$ cat config.mk
export PLATFORM = sky130hd
export DESIGN_NAME = riscy_core_p_flat
export DESIGN_NICKNAME = d
export VERILOG_FILES = /design/src/rtl/riscy_core_p_if.sv /design/src/rtl/riscy_core_p.sv /design/src/flat_wrapper.sv
export SDC_FILE = /design/constraint.sdc
export NUM_CORES = 1
export LEC_CHECK = 0
export BUFFER_PORTS_ARGS = -buffer_cell sky130_fd_sc_hd__buf_4
export CAP_MARGIN = 20
export CELL_PAD_IN_SITES_DETAIL_PLACEMENT = 0
export CELL_PAD_IN_SITES_GLOBAL_PLACEMENT = 1
export CORE_MARGIN = 2
export CORE_UTILIZATION = 42
export DETAILED_ROUTE_END_ITERATION = 8
export PLACE_DENSITY = 0.93
export REMOVE_ABC_BUFFERS = 1
export SLEW_MARGIN = 20
export SYNTH_ARGS = -nofsm -noshare
export SYNTH_HDL_FRONTEND = slang
export SYNTH_SLANG_ARGS = --single-unit
$ cat constraint.sdc
create_clock -name CLK -period 2.77 [get_ports CLK]
set_clock_uncertainty 0.05 [all_clocks]
set_input_delay 0.831 -clock CLK [delete_from_list [all_inputs] [get_ports CLK]]
set_output_delay 0.831 -clock CLK [all_outputs]
set_load 0.01 [all_outputs]
$ cat src/rtl/riscy_core_p_if.sv
// Memory-side bus of the RISC-Y core: instruction fetch and data access
// channels, each a req/ack handshake so wait-state memories can attach.
interface riscy_core_p_if #(
    parameter int DATA_W = 8,
    parameter int ADDR_W = 7,
    parameter int PC_W   = 5
) ();
    localparam int INSTR_W = 4 + DATA_W;

    logic               imem_req;
    logic [PC_W-1:0]    imem_addr;
    logic               imem_ack;
    logic [INSTR_W-1:0] imem_data;

    logic               dmem_req;
    logic               dmem_we;
    logic [ADDR_W-1:0]  dmem_addr;
    logic [DATA_W-1:0]  dmem_wdata;
    logic [DATA_W-1:0]  dmem_rdata;
    logic               dmem_ack;

    modport master (
        output imem_req, imem_addr,
        input  imem_ack, imem_data,
        output dmem_req, dmem_we, dmem_addr, dmem_wdata,
        input  dmem_rdata, dmem_ack
    );

    modport slave (
        input  imem_req, imem_addr,
        output imem_ack, imem_data,
        input  dmem_req, dmem_we, dmem_addr, dmem_wdata,
        output dmem_rdata, dmem_ack
    );
endinterface

$ cat src/rtl/riscy_core_p.sv
// Parametrised multi-cycle RISC-Y accumulator core.
// FETCH -> DECODE -> [MEM] -> EXEC, with HALT as a sink state.
// Instruction and data memories live behind the req/ack bus interface;
// NUM_PORTS independent input/output channels replace a bidirectional port.
module riscy_core_p #(
    parameter int DATA_W    = 8,
    parameter int ADDR_W    = 7,
    parameter int PC_W      = 5,
    parameter int NUM_PORTS = 2
) (
    input  logic                        CLK,
    input  logic                        RST,
    riscy_core_p_if.master              bus,
    input  logic [NUM_PORTS*DATA_W-1:0] io_in,
    output logic [NUM_PORTS*DATA_W-1:0] io_out,
    output logic [NUM_PORTS-1:0]        io_wstb,
    output logic                        halted
);
    localparam int INSTR_W = 4 + DATA_W;
    localparam int PSEL_W  = (NUM_PORTS > 1) ? $clog2(NUM_PORTS) : 1;

    localparam logic [3:0] OP_NOP  = 4'h0;
    localparam logic [3:0] OP_LDA  = 4'h1;
    localparam logic [3:0] OP_LDI  = 4'h2;
    localparam logic [3:0] OP_STA  = 4'h3;
    localparam logic [3:0] OP_ADD  = 4'h4;
    localparam logic [3:0] OP_SUB  = 4'h5;
    localparam logic [3:0] OP_AND  = 4'h6;
    localparam logic [3:0] OP_XOR  = 4'h7;
    localparam logic [3:0] OP_INP  = 4'h8;
    localparam logic [3:0] OP_OUT  = 4'h9;
    localparam logic [3:0] OP_JMP  = 4'hA;
    localparam logic [3:0] OP_JZ   = 4'hB;
    localparam logic [3:0] OP_JC   = 4'hC;
    localparam logic [3:0] OP_ADDI = 4'hD;
    localparam logic [3:0] OP_HLT  = 4'hF;

    typedef enum logic [2:0] {
        S_FETCH,
        S_DECODE,
        S_MEM,
        S_EXEC,
        S_HALT
    } state_t;

    state_t              state;
    logic [PC_W-1:0]     pc;
    logic [DATA_W-1:0]   a;
    logic                z;
    logic                c;
    logic [INSTR_W-1:0]  ir;
    logic [DATA_W-1:0]   mdr;
    logic                imem_req_r;
    logic                dmem_req_r;
    logic                dmem_we_r;
    logic [NUM_PORTS-1:0] wstb_r;
    logic                halted_r;
    logic [DATA_W-1:0]   out_ch [NUM_PORTS];
    logic [DATA_W-1:0]   in_ch  [NUM_PORTS];

    logic [3:0]          op;
    logic [DATA_W-1:0]   operand;
    logic [PSEL_W-1:0]   port_sel;
    logic                op_is_mem;
    logic                take_jmp;

    logic                a_wr;
    logic                c_wr;
    logic [DATA_W-1:0]   a_nxt;
    logic                c_nxt;
    logic [DATA_W:0]     sum;

    assign op        = ir[INSTR_W-1 -: 4];
    assign operand   = ir[DATA_W-1:0];
    assign port_sel  = (NUM_PORTS > 1) ? operand[PSEL_W-1:0] : '0;
    assign op_is_mem = op inside {OP_LDA, OP_STA, OP_ADD, OP_SUB, OP_AND, OP_XOR};
    assign take_jmp  = (op == OP_JMP) || ((op == OP_JZ) && z) || ((op == OP_JC) && c);

    // The fetch address is the PC itself; data address/write data come
    // straight from the operand and accumulator, both stable through MEM.
    assign bus.imem_req   = imem_req_r;
    assign bus.imem_addr  = pc;
    assign bus.dmem_req   = dmem_req_r;
    assign bus.dmem_we    = dmem_we_r;
    assign bus.dmem_addr  = operand[ADDR_W-1:0];
    assign bus.dmem_wdata = a;
    assign io_wstb        = wstb_r;
    assign halted         = halted_r;

    for (genvar k = 0; k < NUM_PORTS; k++) begin : g_ports
        assign in_ch[k]                   = io_in[k*DATA_W +: DATA_W];
        assign io_out[k*DATA_W +: DATA_W] = out_ch[k];
    end

    // Execute-stage result: new accumulator/carry and which of them are written.
    always_comb begin
        a_wr  = 1'b0;
        c_wr  = 1'b0;
        a_nxt = a;
        c_nxt = c;
        sum   = '0;
        case (op)
            OP_LDA: begin
                a_wr  = 1'b1;
                a_nxt = mdr;
            end
            OP_LDI: begin
                a_wr  = 1'b1;
                a_nxt = operand;
            end
            OP_ADD: begin
                sum   = {1'b0, a} + {1'b0, mdr};
                a_wr  = 1'b1;
                c_wr  = 1'b1;
                a_nxt = sum[DATA_W-1:0];
                c_nxt = sum[DATA_W];
            end
            OP_SUB: begin
                // The extra top bit of the widened difference is the borrow.
                sum   = {1'b0, a} - {1'b0, mdr};
                a_wr  = 1'b1;
                c_wr  = 1'b1;
                a_nxt = sum[DATA_W-1:0];
                c_nxt = sum[DATA_W];
            end
            OP_AND: begin
                a_wr  = 1'b1;
                a_nxt = a & mdr;
            end
            OP_XOR: begin
                a_wr  = 1'b1;
                a_nxt = a ^ mdr;
            end
            OP_INP: begin
                a_wr  = 1'b1;
                a_nxt = in_ch[port_sel];
            end
            OP_ADDI: begin
                sum   = {1'b0, a} + {1'b0, operand};
                a_wr  = 1'b1;
                c_wr  = 1'b1;
                a_nxt = sum[DATA_W-1:0];
                c_nxt = sum[DATA_W];
            end
            default: ;
        endcase
    end

    // Control FSM with all architectural registers and registered bus outputs.
    // imem_req is raised one cycle after entering FETCH from reset, so an ack
    // left over from before reset can never be mistaken for a fetch.
    always_ff @(posedge CLK) begin
        if (!RST) begin
            state      <= S_FETCH;
            pc         <= '0;
            a          <= '0;
            z          <= 1'b0;
            c          <= 1'b0;
            ir         <= '0;
            mdr        <= '0;
            imem_req_r <= 1'b0;
            dmem_req_r <= 1'b0;
            dmem_we_r  <= 1'b0;
            wstb_r     <= '0;
            halted_r   <= 1'b0;
            for (int k = 0; k < NUM_PORTS; k++) begin
                out_ch[k] <= '0;
            end
        end else begin
            wstb_r <= '0;
            case (state)
                S_FETCH: begin
                    if (!imem_req_r) begin
                        imem_req_r <= 1'b1;
                    end else if (bus.imem_ack) begin
                        ir         <= bus.imem_data;
                        pc         <= pc + PC_W'(1);
                        imem_req_r <= 1'b0;
                        state      <= S_DECODE;
                    end
                end
                S_DECODE: begin
                    if (op_is_mem) begin
                        dmem_req_r <= 1'b1;
                        dmem_we_r  <= (op == OP_STA);
                        state      <= S_MEM;
                    end else if (op == OP_HLT) begin
                        halted_r   <= 1'b1;
                        state      <= S_HALT;
                    end else begin
                        state      <= S_EXEC;
                    end
                end
                S_MEM: begin
                    if (bus.dmem_ack) begin
                        if (!dmem_we_r) begin
                            mdr <= bus.dmem_rdata;
                        end
                        dmem_req_r <= 1'b0;
                        dmem_we_r  <= 1'b0;
                        state      <= S_EXEC;
                    end
                end
                S_EXEC: begin
                    if (a_wr) begin
                        a <= a_nxt;
                        z <= (a_nxt == '0);
                    end
                    if (c_wr) begin
                        c <= c_nxt;
                    end
                    if (op == OP_OUT) begin
                        out_ch[port_sel] <= a;
                        wstb_r[port_sel] <= 1'b1;
                    end
                    if (take_jmp) begin
                        pc <= operand[PC_W-1:0];
                    end
                    imem_req_r <= 1'b1;
                    state      <= S_FETCH;
                end
                S_HALT: begin
                    state <= S_HALT;
                end
                default: begin
                    state <= S_FETCH;
                end
            endcase
        end
    end
endmodule

$ cat src/flat_wrapper.sv
// flat-port wrapper written by rule: the top's interface ports become plain ports
module riscy_core_p_flat 
#(
    parameter int DATA_W    = 8,
    parameter int ADDR_W    = 7,
    parameter int PC_W      = 5,
    parameter int NUM_PORTS = 2
)
  (CLK, RST, io_in, io_out, io_wstb, halted, bus_imem_req, bus_imem_addr, bus_imem_ack, bus_imem_data, bus_dmem_req, bus_dmem_we, bus_dmem_addr, bus_dmem_wdata, bus_dmem_rdata, bus_dmem_ack);
  riscy_core_p_if #(.DATA_W(DATA_W), .ADDR_W(ADDR_W), .PC_W(PC_W)) bus_i ();
  input  logic CLK;
  input  logic RST;
  input  logic [NUM_PORTS*DATA_W-1:0] io_in;
  output logic [NUM_PORTS*DATA_W-1:0] io_out;
  output logic [NUM_PORTS-1:0] io_wstb;
  output logic halted;
  output wire logic [$bits(bus_i.imem_req)-1:0] bus_imem_req;
  output wire logic [$bits(bus_i.imem_addr)-1:0] bus_imem_addr;
  input wire logic [$bits(bus_i.imem_ack)-1:0] bus_imem_ack;
  input wire logic [$bits(bus_i.imem_data)-1:0] bus_imem_data;
  output wire logic [$bits(bus_i.dmem_req)-1:0] bus_dmem_req;
  output wire logic [$bits(bus_i.dmem_we)-1:0] bus_dmem_we;
  output wire logic [$bits(bus_i.dmem_addr)-1:0] bus_dmem_addr;
  output wire logic [$bits(bus_i.dmem_wdata)-1:0] bus_dmem_wdata;
  input wire logic [$bits(bus_i.dmem_rdata)-1:0] bus_dmem_rdata;
  input wire logic [$bits(bus_i.dmem_ack)-1:0] bus_dmem_ack;
  assign bus_imem_req = bus_i.imem_req;
  assign bus_imem_addr = bus_i.imem_addr;
  assign bus_i.imem_ack = bus_imem_ack;
  assign bus_i.imem_data = bus_imem_data;
  assign bus_dmem_req = bus_i.dmem_req;
  assign bus_dmem_we = bus_i.dmem_we;
  assign bus_dmem_addr = bus_i.dmem_addr;
  assign bus_dmem_wdata = bus_i.dmem_wdata;
  assign bus_i.dmem_rdata = bus_dmem_rdata;
  assign bus_i.dmem_ack = bus_dmem_ack;
  riscy_core_p #(.DATA_W(DATA_W), .ADDR_W(ADDR_W), .PC_W(PC_W), .NUM_PORTS(NUM_PORTS)) u_core (.CLK(CLK), .RST(RST), .bus(bus_i), .io_in(io_in), .io_out(io_out), .io_wstb(io_wstb), .halted(halted));
endmodule
==> reports/metrics.cfg <==
[logic_synthesis]
yosysUniqueCellTypes=77
netlist_instances=524
synthesis.area_per_instance_um2=8.46
netlist_area_mm2=0.00444
synth-main-ff-cell=sky130_fd_sc_hd__dfxtp_1
synth_largest_type_area_fraction_pct=19.9
synth_edf_count=16
ys_ff_latch=60
yosys_warnings=0
ys_top_cells_by_area=sky130_fd_sc_hd__dfxtp_1, sky130_fd_sc_hd__edfxtp_1, sky130_fd_sc_hd__mux2i_1, sky130_fd_sc_hd__ha_1, sky130_fd_sc_hd__nor2_1
synth_largest_area_cell=sky130_fd_sc_hd__dfxtp_1
async_sr_flop_fraction_pct=0
synth_seq_area_share_pct=30.7

[floorplanning]
die_y_um=107
floorplan.initialDensity_pct=43.2
ios=82
core_area_mm2=0.0103
floorplan.die_area_mm2=0.0114
die_x_um=107
placementRows=37

[clocking]
number_of_clock_sinks=60
cts_buffer_depth=2
clock_input_transition_at_the_sequential_cells_of_the_worst_setup_and_hold_paths_ps=90
tritoncts.num_buffers=9
h_tree_depth=3
hold_buffers=0
tritoncts_clock_tree=yes
clockRootBuffer=sky130_fd_sc_hd__clkbuf_8
worstSkewPairLatency_ps=370

[grt]
grt_remaining_overflow=0
first_global_vias=4405
global_route_wire_length_before_repair_um=22500
antenna_found_initial=0
gr-usage-all-layers_pct=25.4
pin_count_of_the_biggest_net_entering_global_routing=23

[layout]
layout-drive-gt1-share_pct=28.4
multi_input_area_mm2=0.00284
number_of_antenna_cells_inserted=0
post_layout_nonfiller_instances=770
areaGrowthSynthToFinish_pct=27.9
fillCellCount=953
register_cell_area_after_layout_mm2=0.00137
nets=698

[placed_design]
dp_cells=753
gp_congestion=0.963
buffer_ports.inserted=81
place_worst_setup_slack_ps=111
place.detailed.hpwl_um=11200

[worst_setup_path]
crit_fanout=5
worst_ep_required_time_ps=3020
setup.worst_path.start_class=flop
critical_path_at_ps=2930
critPathKind=reg -> reg
nature_of_the_critical_path_endpoint=flop

[route]
drt.antenna.violating_nets=0
num_vias=4621
via_per_inst=6.00
route.detailed.drc=0
drt-wirelength-per-cell_um=18.9
firstDrtPassIters=5
drt_iter0_drc=366
drt_wl_total_um=14600

[sta]
fmaxAchievable_ghz=0.374
rsz_0062_raised_after_global_routing=yes
hold_viol_final=0
finalWorstSetupSlack_ps=92.9
drv_slew=0
fin_crit_ps=2680
slew_headroom_pct=58.5
post-route-period-util_pct=96.6
tightest_slew_ps=613
setup_failing_eps_final=0

[pwr]
power.density_mw_per_mm2=447
ir_worst_vdd_mv=0.258
p_leak_nw=2.23

[status]
run_status=finished, final reports clean

[flow_run]
maxCapViolations=0

[hold_path]
min-delay-path-class=reg -> reg

## worst paths after layout
| kind | startpoint | to | slack, ps | cells after the start |
|---|---|---|---|---|
| worst max-delay path | u_core.bus.dmem_wdata[0] | u_core.z | 90 | 11 |
| worst max register to register | u_core.bus.dmem_wdata[0] | u_core.z | 90 | 11 |
| worst min-delay path | u_core.bus.dmem_req | u_core.bus.dmem_req | 410 | 2 |
| worst min register to register | u_core.bus.dmem_req | u_core.bus.dmem_req | 410 | 2 |
## cell families after synthesis
kind of cell	count (synthesis)	share of synthesized area, %
compound gates	140	22.3
xor+xnor	6	1.18
fa+ha+maj	29	8.69
buf+inv	63	6.66
flops	60	30.7
mux	37	8.38
simple gates	189	22.1
## power breakdown
| group | internal (mW) | switching [mW] |
|---|---|---|
| combinational | 0.313 | 0.379 |
| sequential | 0.940 | 0.0650 |
| clock | 0.438 | 0.402 |
## routing by layer
layer  global-route usage, %  wire length, um
met1                    32.4             6030
met2                    41.4             6820
met3                    4.44             1150
met4                    13.0              589
met5                       0                0
## layout make-up
| class | count | share of cell area [%] |
|---|---|---|
| Multi-Input combinational cell | 401 | 50.0 |
| Sequential cell | 60 | 24.1 |
| Timing Repair Buffer | 135 | 17.9 |
| Tap cell | 136 | 3.00 |
| Clock buffer | 10 | 2.43 |
| Inverter | 22 | 1.50 |
| Clock inverter | 6 | 1.10 |
## cells in the mapped netlist, drive strengths merged (4+ instances only)
library cell / instances
nor2: 66
dfxtp: 44
mux2i: 36
a21oi: 31
o21ai: 27
buf: 26
ha: 26
nand2: 25
nor3: 21
inv: 20
edfxtp: 16
clkbuf: 15
nand2b: 13
and2: 12
a211oi: 11
a31oi: 10
nor4: 8
nor2b: 7
nand3: 6
o21a: 6
o32ai: 6
nand3b: 5
o211ai: 5
o22ai: 5
a311oi: 4
or2: 4
or3: 4
## worst max-delay path, cell delays in order, from the launching register on
cell                        delay, ps
sky130_fd_sc_hd__dfxtp_4          380
sky130_fd_sc_hd__inv_4             40
sky130_fd_sc_hd__ha_4             150
sky130_fd_sc_hd__inv_2             40
sky130_fd_sc_hd__fa_1             390
sky130_fd_sc_hd__mux2i_1          200
sky130_fd_sc_hd__o32ai_2          130
sky130_fd_sc_hd__a311oi_2         320
sky130_fd_sc_hd__o211ai_1         160
sky130_fd_sc_hd__nor4_2           340
sky130_fd_sc_hd__o2111ai_2        180
sky130_fd_sc_hd__o31ai_2          220
## metrics by stage
stage | utilization (%) | TNS [ps] | power, mW | hold WS (ps) | cell area (um2)
6_report | 55.2 | 0 | 2.54 | 414 | 5670
5_1_grt | 55.2 | -65.4 | 2.63 | 461 | 5670
4_1_cts | 54.5 | 0 | 2.51 | 419 | 5600
3_5_place_dp | 52.5 | 0 | 1.69 | 408 | 5400
3_3_place_gp | 52.5 | 0 | 1.68 | 405 | 5400
2_1_floorplan | - | 0 | 1.39 | 420 | 4220
## sequential cells by signal, indices dropped and copies added, names as in the netlist
signal,cells
u_core.halted,1
u_core.bus.dmem_wdata,8
u_core.c,1
u_core.state,3
u_core.z,1
u_core.io_wstb,2
u_core.bus.imem_addr,5
u_core.bus.imem_req,1
u_core.out_ch,16
u_core.ir,12
u_core.mdr,8
u_core.bus.dmem_req,1
u_core.bus.dmem_we,1
## placed cells by master (no fill, tap or decap), types with 7 or more instances in the layout
master	n
sky130_fd_sc_hd__buf_4	135
sky130_fd_sc_hd__nor2_1	66
sky130_fd_sc_hd__dfxtp_1	42
sky130_fd_sc_hd__mux2i_1	36
sky130_fd_sc_hd__a21oi_1	30
sky130_fd_sc_hd__o21ai_0	27
sky130_fd_sc_hd__nand2_1	24
sky130_fd_sc_hd__ha_1	24
sky130_fd_sc_hd__nor3_1	21
sky130_fd_sc_hd__inv_1	18
sky130_fd_sc_hd__edfxtp_1	16
sky130_fd_sc_hd__nand2b_1	13
sky130_fd_sc_hd__and2_1	12
sky130_fd_sc_hd__a31oi_1	10
sky130_fd_sc_hd__a211oi_1	10
sky130_fd_sc_hd__clkbuf_8	10
sky130_fd_sc_hd__nor2b_1	7
## timing repair
item	CTS	global route
setup buffers	0	1
resized for setup	0	16
endpoints found under the setup margin	0	1
Note: power is estimated with default switching activity, not from simulation.
